File: src/rtl/apb_master_pkg.sv
// Shared APB definitions: requester FSM state encoding and default timeout.
package apb_master_pkg;

   typedef enum logic [1:0] {
      ST_IDLE   = 2'b00,
      ST_SETUP  = 2'b01,
      ST_ACCESS = 2'b10,
      ST_RESP   = 2'b11
   } apb_state_e;

   localparam int unsigned APB_TIMEOUT_DEF = 16;

endpackage

File: src/rtl/apb_master.sv
// APB requester: one command in flight, SETUP/ACCESS phases, wait-state
// timeout abort, and a held response until handshaken.
module apb_master
   import apb_master_pkg::*;
#(
   parameter int unsigned TIMEOUT = APB_TIMEOUT_DEF
) (
   input  logic        pclk,
   input  logic        rst,
   input  logic        cmd_valid,
   output logic        cmd_ready,
   input  logic        cmd_write,
   input  logic [31:0] cmd_addr,
   input  logic [31:0] cmd_wdata,
   input  logic [3:0]  cmd_strb,
   output logic        rsp_valid,
   input  logic        rsp_ready,
   output logic [31:0] rsp_rdata,
   output logic        rsp_err,
   output logic        rsp_timeout,
   output logic        psel,
   output logic        penable,
   output logic        pwrite,
   output logic [31:0] padd,
   output logic [31:0] pwdata,
   output logic [3:0]  pstrb,
   input  logic        pready,
   input  logic [31:0] prdata,
   input  logic        pslverr
);

   localparam logic [7:0] TO_LIMIT = 8'(TIMEOUT);

   apb_state_e  r_state;
   logic [7:0]  r_wait;
   logic        r_cmd_ready;
   logic        r_psel;
   logic        r_penable;
   logic        r_pwrite;
   logic [31:0] r_padd;
   logic [31:0] r_pwdata;
   logic [3:0]  r_pstrb;
   logic        r_rsp_valid;
   logic [31:0] r_rsp_rdata;
   logic        r_rsp_err;
   logic        r_rsp_timeout;

   logic [7:0]  w_wait_nxt;
   logic        w_done;

   assign w_wait_nxt = r_wait + 8'd1;
   assign w_done     = r_psel & r_penable & pready;

   always_ff @(posedge pclk) begin
      if (rst) begin
         r_state       <= ST_IDLE;
         r_wait        <= 8'd0;
         r_cmd_ready   <= 1'b0;
         r_psel        <= 1'b0;
         r_penable     <= 1'b0;
         r_pwrite      <= 1'b0;
         r_padd        <= 32'd0;
         r_pwdata      <= 32'd0;
         r_pstrb       <= 4'd0;
         r_rsp_valid   <= 1'b0;
         r_rsp_rdata   <= 32'd0;
         r_rsp_err     <= 1'b0;
         r_rsp_timeout <= 1'b0;
      end else begin
         unique case (r_state)
            ST_IDLE: begin
               r_cmd_ready <= 1'b1;
               if (cmd_valid && r_cmd_ready) begin
                  r_cmd_ready <= 1'b0;
                  r_psel      <= 1'b1;
                  r_pwrite    <= cmd_write;
                  r_padd      <= cmd_addr;
                  r_pwdata    <= cmd_wdata;
                  r_pstrb     <= cmd_write ? cmd_strb : 4'b0000;
                  r_state     <= ST_SETUP;
               end
            end
            ST_SETUP: begin
               r_penable <= 1'b1;
               r_wait    <= 8'd0;
               r_state   <= ST_ACCESS;
            end
            ST_ACCESS: begin
               // pready wins over a timeout reached on the same cycle
               if (w_done) begin
                  r_psel        <= 1'b0;
                  r_penable     <= 1'b0;
                  r_rsp_valid   <= 1'b1;
                  r_rsp_rdata   <= r_pwrite ? 32'd0 : prdata;
                  r_rsp_err     <= pslverr;
                  r_rsp_timeout <= 1'b0;
                  r_state       <= ST_RESP;
               end else begin
                  r_wait <= w_wait_nxt;
                  if (w_wait_nxt == TO_LIMIT) begin
                     r_psel        <= 1'b0;
                     r_penable     <= 1'b0;
                     r_rsp_valid   <= 1'b1;
                     r_rsp_rdata   <= 32'd0;
                     r_rsp_err     <= 1'b1;
                     r_rsp_timeout <= 1'b1;
                     r_state       <= ST_RESP;
                  end
               end
            end
            ST_RESP: begin
               if (rsp_ready) begin
                  r_rsp_valid <= 1'b0;
                  r_cmd_ready <= 1'b1;
                  r_state     <= ST_IDLE;
               end
            end
            default: r_state <= ST_IDLE;
         endcase
      end
   end

   assign cmd_ready   = r_cmd_ready;
   assign psel        = r_psel;
   assign penable     = r_penable;
   assign pwrite      = r_pwrite;
   assign padd        = r_padd;
   assign pwdata      = r_pwdata;
   assign pstrb       = r_pstrb;
   assign rsp_valid   = r_rsp_valid;
   assign rsp_rdata   = r_rsp_rdata;
   assign rsp_err     = r_rsp_err;
   assign rsp_timeout = r_rsp_timeout;

endmodule
File: config.mk
export PLATFORM = sky130hd
export DESIGN_NAME = apb_master
export DESIGN_NICKNAME = d
export VERILOG_FILES = /design/src/rtl/apb_master_pkg.sv /design/src/rtl/apb_master.sv
export SDC_FILE = /design/constraint.sdc
export NUM_CORES = 1
export LEC_CHECK = 0
export CAP_MARGIN = 20
export CORE_ASPECT_RATIO = 0.9
export CORE_MARGIN = 1.5
export CORE_UTILIZATION = 38
export CTS_CLUSTER_SIZE = 25
export DETAILED_ROUTE_END_ITERATION = 7
export GPL_ROUTABILITY_DRIVEN = 0
export GPL_TIMING_DRIVEN = 1
export PLACE_DENSITY = 0.86
export SLEW_MARGIN = 20
export SYNTH_ARGS = -nofsm -noshare
export SYNTH_HDL_FRONTEND = slang
export SYNTH_SLANG_ARGS = --single-unit
File: constraint.sdc
create_clock -name pclk -period 2.1 [get_ports pclk]
set_input_delay 0.21 -clock pclk [delete_from_list [all_inputs] [get_ports pclk]]
set_output_delay 0.21 -clock pclk [all_outputs]
set_load 0.005 [all_outputs]
Yosys cells after proc, flatten, opt, wreduce, memory -nomap -nowiden --
Cells that the tools add are included.
Cells by class: reductions and logical operators 15, equal/unequal tests 8, bitwise logic cells 2, add/sub/neg operators 1, muxes and demuxes 25
Operators by type and width (number):
- 2-to-1 mux 32 bit | 3
- case mux 8 bit (2 select lines) | 1
- 2-to-1 mux 1 bit | 10
- AND reduction 2 bit | 5
- nonzero test 2 bit | 5
- AND reduction 3 bit | 3
- adder 8 x 1 -> 8 bit, second input constant | 1
- == test 8 x 5 -> 1 bit, second input constant | 1
- 2-to-1 mux 2 bit | 4
- 2-to-1 mux 8 bit | 1
- case mux 1 bit (2 select lines) | 4
- case mux 2 bit (4 select lines) | 1
- != test 2 bit, second input constant | 3
- == test 2 bit, second input constant | 2
- 2-to-1 mux 4 bit | 1
- != test 3 bit, second input constant | 1
- AND 1 bit | 2
- == test 2 x 1 -> 1 bit, second input constant | 1
- zero test 2 bit | 1
- logical AND 1 bit | 1
Word-level totals: output and inout bits 107, input bits 107, word-level logic and storage cells 64, register bits 117

Logic depth before layout (Yosys ltp) --
Gate-level depths: netlist (run 1).
depth after elaboration 5, gate-level depth with buffers 9, mapped depth without buffers 7

Least setup slack after synthesis (run 1) --
No wires, ideal clock.
path kind reg2reg, start register r_wait[0], end register r_rsp_rdata[10], in the netlist rsp_rdata[10], arrival 1.890 ns, library setup time 0.089 ns, path slack 0.122 ns, stages on the path, launching flop included 9, required time 2.011 ns, path buffers 2, cell sequence dfxtp_1 > ha_1 > and3_1 > o2111a_1 > o2111a_2 > o21a_1 > buf_6 > buf_12 > o31ai_4
On the way: cells in the longest elaborated chain, start to end 4
RTL lines:
- start: declaration | line apb_master.sv:35 | logic [7:0] r_wait;
- start signal: assignment | line apb_master.sv:99 | r_wait <= w_wait_nxt;
- adder 8 x 1 -> 8 bit | line apb_master.sv:51 | assign w_wait_nxt = r_wait + 8'd1;
- == test 8 x 5 -> 1 bit | line apb_master.sv:100 | if (w_wait_nxt == TO_LIMIT) begin
- nonzero test 2 bit (no line)
- AND reduction 2 bit (no line)
- end signal: assignment | line apb_master.sv:94 | r_rsp_rdata <= r_pwrite ? 32'd0 : prdata;
- end: declaration | line apb_master.sv:44 | logic [31:0] r_rsp_rdata;
Every way passes these cells. A chain may end at the register's enable or synchronous reset.

Worst setup path in the final report (run 1) --
start register r_wait[0], end register r_rsp_rdata[0], in the netlist rsp_rdata[0]
Same word-level chain as after synthesis.

==> out/results.txt, run 1 <==
Outcome: finished, final reports clean
Place WS: -0.02183 ns
Max clock buf depth: 2
Commonest cells after routing, fill and taps aside: clkdlybuf4s50_1 (212), nand2_1 (176), dfxtp_1 (117), a21oi_1 (78), inv_1 (37)
Worst-path clk slew: 0.05 ns
RSZ-0062 raised after global routing: false
Antenna diodes: 0
Drt first-iter violations: 233
LEAKAGE: 2.711 nW
Slowest CP cell: dfxtp_1
CP required: 2.41 ns
Fmax: 487.8 MHz
Initial core utilization: 0.3876
Pwr Density: 947.1 mW/mm2
Number of port buffers: 213
Critical Path Start Type: flip-flop
Setup CP Type: reg -> reg
CTS sink count: 117
Seq cells post-synth: 117
Row cnt: 39
Vias: 4480
Die Area: 0.01358 mm2
Detail Route Antenna Nets: 0
Endpoints failing hold: 0
Skew-Pair Late Insertion Delay: 0.41 ns
CTS H-Tree Depth: 4
Finish-stage setup viols: 0
Final WS setup: 0.04988 ns
Post-CTS Setup Inserts: 0
Core ar.: 0.01264 mm2
Final WL: 13.64 mm
Avg WL per Cell: 14.56 um
CP Buf/Inv Count: 1
Worst path cell trace: ha_2 > and3_1 > o2111a_1 > o2111a_2 > o21a_4 > buf_16 > o31ai_1
Cell family contributing the most delay on the critical path: compound AO/OA/AOI/OAI gates
Initial antenna violation count: 0
Maximum VDD drop: 673.8 uV
Mapped cell area: 0.004898 mm2
Nature of the critical path endpoint: flip-flop
CTS root buf: clkbuf_16
Vias per cell: 4.781
CTS tree: done
Gr usage total: 0.2047
GRT overflow: 0
First-pass GRT wire length: 21.70 mm
Post-synthesis sequential area ratio: 0.4782
DRC Markers: 0
Share of cells above drive strength 1: 0.1113
Commonest non-fill, non-tap cell in the layout: clkdlybuf4s50_1
Hold crit path type: in -> reg
Num ports: 214
Maxcap violations: 0
Dpl cells: 904
Largest net degree at the start of global routing: 70
Drt pass-1 iters: 5
HPWL after DPL: 9.211 mm
Synth Net Count: 666
Final Max Tran Viols: 0
Final Skew: 0.01127 ns
Total CTS buffers: 17
Post-synth top flop: dfxtp_1
Synth warn: 0
Async set-or-reset flop fraction in the synthesized netlist: 0
Hold WS: 0.1733 ns
Final period util: 0.9762
Post-synth cell types: 42
Finished Layout Cells: 937
Worst Max-Slew Pin Slew: 0.4088 ns
Gate Count Post-Synth: 554
Area Overhead vs Synth: 60.69%
Die Width: 122.7 um
Fin util: 0.6228
Slowest stage delay, CP: 0.35 ns
Critical path arrival: 2.36 ns
Relative slew slack: 0.7275
Nets@finish: 872
Vias in the first global route: 4395
Crit Path Max Fanout: 14
Synthesized area per cell: 8.842 um2
Final min period: 2.050 ns
Post-synth EDFFs: 0
Die Ht: 110.7 um
[path summary, 6_finish.rpt]
check	from	endpoint	slack (ns)	cells after the start
worst min register to register	padd[18]	padd[18]	0.45	2
worst max-delay path	r_wait[0]	rsp_rdata[0]	0.05	7
worst min-delay path	rst	padd[9]	0.17	2
worst max register to register	r_wait[0]	rsp_rdata[0]	0.05	7
[synth_stat cells (4+ instances only)]
master	number	area share
buf_1	6	0.0046
dfxtp_1	117	0.48
nor3_1	10	0.010
ha_1	5	0.013
nand2_1	176	0.13
inv_1	37	0.028
a21oi_1	78	0.080
o21ai_0	6	0.0061
nor2_1	14	0.011
nand3_1	7	0.0072
clkbuf_1	24	0.018
buf_2	4	0.0041
o31ai_4	29	0.13
[report_power, final]
group	leakage, nW	internal [mW]	switching, mW
clock	0.304	2.08	0.990
combinational	1.46	0.888	0.885
sequential	0.948	2.47	0.144
total	2.71	5.44	2.02
[flip-flops by register name, indices dropped and copies added, names as in the netlist]
name         cells
padd            32
pwdata          32
rsp_rdata       32
r_wait           8
pstrb            4
r_state          2
cmd_ready        1
penable          1
psel             1
pwrite           1
rsp_err          1
rsp_timeout      1
rsp_valid        1
[metrics by stage]
| stage | power [mW] | cell area (um2) | setup TNS [ns] |
|---|---|---|---|
| floorplan | 3.497 | 4898 | 0 |
| global placement | 4.390 | 7203 | 0 |
| detailed placement | 4.428 | 7203 | -0.02183 |
| CTS | 7.527 | 7831 | -0.005448 |
| global route | 7.820 | 7871 | 0 |
| finish | 7.455 | 7871 | 0 |
[what timing repair did]
action | in CTS | in global routing
hold buffers | 0 | 0
resized for setup | 0 | 3
setup endpoints to repair | 1 | 19
gates cloned | 0 | 1
[layout make-up]
cell class | instances | area [um2]
Sequential cell | 117 | 2342
Multi-Input combinational cell | 361 | 2238
Fill cell | 1009 | 4767
Clock buffer | 24 | 481.7
Tap cell | 164 | 205.2
Clock inverter | 8 | 146.4
Inverter | 37 | 138.9
Timing Repair Buffer | 226 | 2318
[logic make-up (layout without fill, tap and decap cells)]
family                   Yosys count  after routing  share of synthesized area
buffers and inverters             76            295                    0.07152
multiplexers                       1              1                   0.002044
adder cells (fa/ha/maj)            5              5                    0.01277
flip-flops                       117            117                     0.4782
AND/OR/NAND/NOR                  220            220                     0.1837
AO/OA/AOI/OAI                    135            135                     0.2519
[layer usage]
layer  part of all wire  routed length, um  global-route usage  vias to the layer above
met1               0.42               5663              0.2396                     2053
met5                  0                  0                   0                        -
met2               0.49               6717              0.3359                      152
met4              0.012                169             0.07442                        0
met3              0.080               1088             0.08025                       13
li1                   -                  -                   -                     2262
No activity file was read; power rests on OpenSTA's default activity.
==> run 2, diff against run 1 <==
--- a/config.mk
+++ b/config.mk
@@ -7,7 +7,6 @@
 export LEC_CHECK = 0
 export CAP_MARGIN = 20
 export CORE_ASPECT_RATIO = 0.9
-export CORE_MARGIN = 1.5
 export CORE_UTILIZATION = 38
 export CTS_CLUSTER_SIZE = 25
 export DETAILED_ROUTE_END_ITERATION = 7
==> out/results.txt, run 2 (synthesized netlist as in run 1, its figures left out) <==
Final min period: 2.022 ns (was 2.050 ns)
HPWL after DPL: 9.193 mm (was 9.211 mm)
Design area: 0.007879 mm2 (was 0.007871 mm2)
Detail Route Antenna Nets: 0 (unchanged)
Row cnt: 38 (was 39)
Initial core utilization: 0.3978 (was 0.3876)
Worst Max-Slew Pin Slew: 0.5461 ns (was 0.4088 ns)
LEAKAGE: 2.731 nW (was 2.711 nW)
Final Skew: 0.005570 ns (was 0.01127 ns)
DP Area: 0.007233 mm2 (was 0.007203 mm2)
Share of cells above drive strength 1: 0.1160 (was 0.1113)
Die Ht: 109.7 um (was 110.7 um)
Number of port buffers: 213 (unchanged)
CP required: 2.43 ns (was 2.41 ns)
Avg WL per Cell: 14.40 um (was 14.56 um)
Core ar.: 0.01231 mm2 (was 0.01264 mm2)
Critical path arrival: 2.35 ns (was 2.36 ns)
Final WL: 13.48 mm (was 13.64 mm)
CTS H-Tree Depth: 4 (unchanged)
Seq. cell area: 0.002342 mm2 (unchanged)
Commonest non-fill, non-tap cell in the layout: clkdlybuf4s50_1 (unchanged)
Fin util: 0.6398 (was 0.6228)
Commonest cells after routing, fill and taps aside: clkdlybuf4s50_1 (212), nand2_1 (176), dfxtp_1 (117), a21oi_1 (78), inv_1 (37) (unchanged)
Gr usage total: 0.2044 (was 0.2047)
Dpl cells: 903 (was 904)
Pwr Density: 940.9 mW/mm2 (was 947.1 mW/mm2)
Skew-Pair Late Insertion Delay: 0.41 ns (about the same)
Vias in the first global route: 4372 (was 4395)
Finished Layout Cells: 936 (was 937)
Hold crit path type: in -> reg (unchanged)
Drt first-iter violations: 194 (was 233)
Relative slew slack: 0.6359 (was 0.7275)
Critical Path Start Type: flip-flop (unchanged)
GRT overflow: 0 (unchanged)
Nets@finish: 875 (was 872)
First-pass GRT wire length: 20.98 mm (was 21.70 mm)
Total CTS buffers: 17 (unchanged)
Endpoints failing hold: 0 (unchanged)
Maxcap violations: 0 (unchanged)
Initial antenna violation count: 0 (unchanged)
Finish-stage setup viols: 0 (unchanged)
Max clock buf depth: 2 (unchanged)
Antenna diodes: 0 (unchanged)
CTS sink count: 117 (unchanged)
Setup CP Type: reg -> reg (unchanged)
Final period util: 0.9627 (was 0.9762)
CTS root buf: clkbuf_16 (unchanged)
Crit Path Max Fanout: 9 (was 14)
Fillcell total: 964 (was 1009)
RSZ-0062 raised after global routing: false (unchanged)
Worst-path clk slew: 0.05 ns (about the same)
Largest net degree at the start of global routing: 71 (was 70)
Area Overhead vs Synth: 60.84% (was 60.69%)
Outcome: finished, final reports clean (unchanged)
Multi-input combinational cell area: 0.002231 mm2 (was 0.002238 mm2)
Nature of the critical path endpoint: flip-flop (unchanged)
DRC Markers: 0 (unchanged)
Setup TNS: 0 ns (unchanged)
CTS tree: done (unchanged)
Final Max Tran Viols: 0 (unchanged)
Vias: 4475 (was 4480)
Die Area: 0.01335 mm2 (was 0.01358 mm2)
Drt pass-1 iters: 4 (was 5)
Vias per cell: 4.781 (about the same)
Fmax: 494.6 MHz (was 487.8 MHz)
Die Width: 121.7 um (was 122.7 um)
Maximum VDD drop: 595.7 uV (was 673.8 uV)
Num ports: 214 (unchanged)
run 2: cell types whose count changed in the layout (fill, tap and decap cells not counted), sizes merged:
cell    change
buf         +3
bufinv      -1
clkbuf      -1
clkinv      +2
run 2: path summary, 6_finish.rpt:
path                  start       endpoint  slack, ns  cells after the start
setup / recovery  r_wait[1]  rsp_rdata[13]       0.08                      7
setup reg to reg  r_wait[1]  rsp_rdata[13]       0.08                      7
hold reg to reg     padd[7]        padd[7]       0.45                      2
hold / removal          rst      r_wait[1]       0.24                      2
run 2: power breakdown:
part	total (mW)	internal, mW	leakage, nW	switching (mW)
Combinational	1.81	0.910	1.47	0.897
Clock	2.99	2.01	0.309	0.978
Sequential	2.62	2.47	0.948	0.146
Total	7.41	5.39	2.73	2.02
run 2: cell type report:
type | count | area share
inverters | 37 | 0.01763
clock inverters | 9 | 0.01556
well taps | 160 | 0.02541
clock buffers | 23 | 0.06320
repair buffers | 229 | 0.2978
multi-input cells | 361 | 0.2832
flip-flops and latches | 117 | 0.2973
run 2: metal layers:
metal | global-route usage | routed length, um
met5 | 0 | 0
met4 | 0.09700 | 228
met1 | 0.2398 | 5713
met2 | 0.3308 | 6552
met3 | 0.07624 | 984
run 2: repair_timing:
action | CTS | global route
hold buffers | 0 | 0
hold endpoints to repair | 0 | 0
endpoints found under the setup margin | 0 | 6
setup buffers | 0 | 0
resized for setup | 0 | 1
run 2: per-stage QoR:
stage	power (mW)	hold slack (ns)	setup WS [ns]
3_3_place_gp	4.428	0.4378	0.1340
2_1_floorplan	3.497	0.3185	0.1216
6_report	7.413	0.2376	0.07832
4_1_cts	7.486	0.2196	0.05245
5_1_grt	7.792	0.2395	0.000003553
3_5_place_dp	4.467	0.4458	0.08630
run 2: worst max-delay path, stage by stage, from the launching register on:
cell and delay [ns]:
dfxtp_1 0.34, ha_1 0.22, and3_1 0.18, o2111a_1 0.25, o2111a_2 0.29, o21a_4 0.29, clkbuf_16 0.21, o31ai_4 0.15
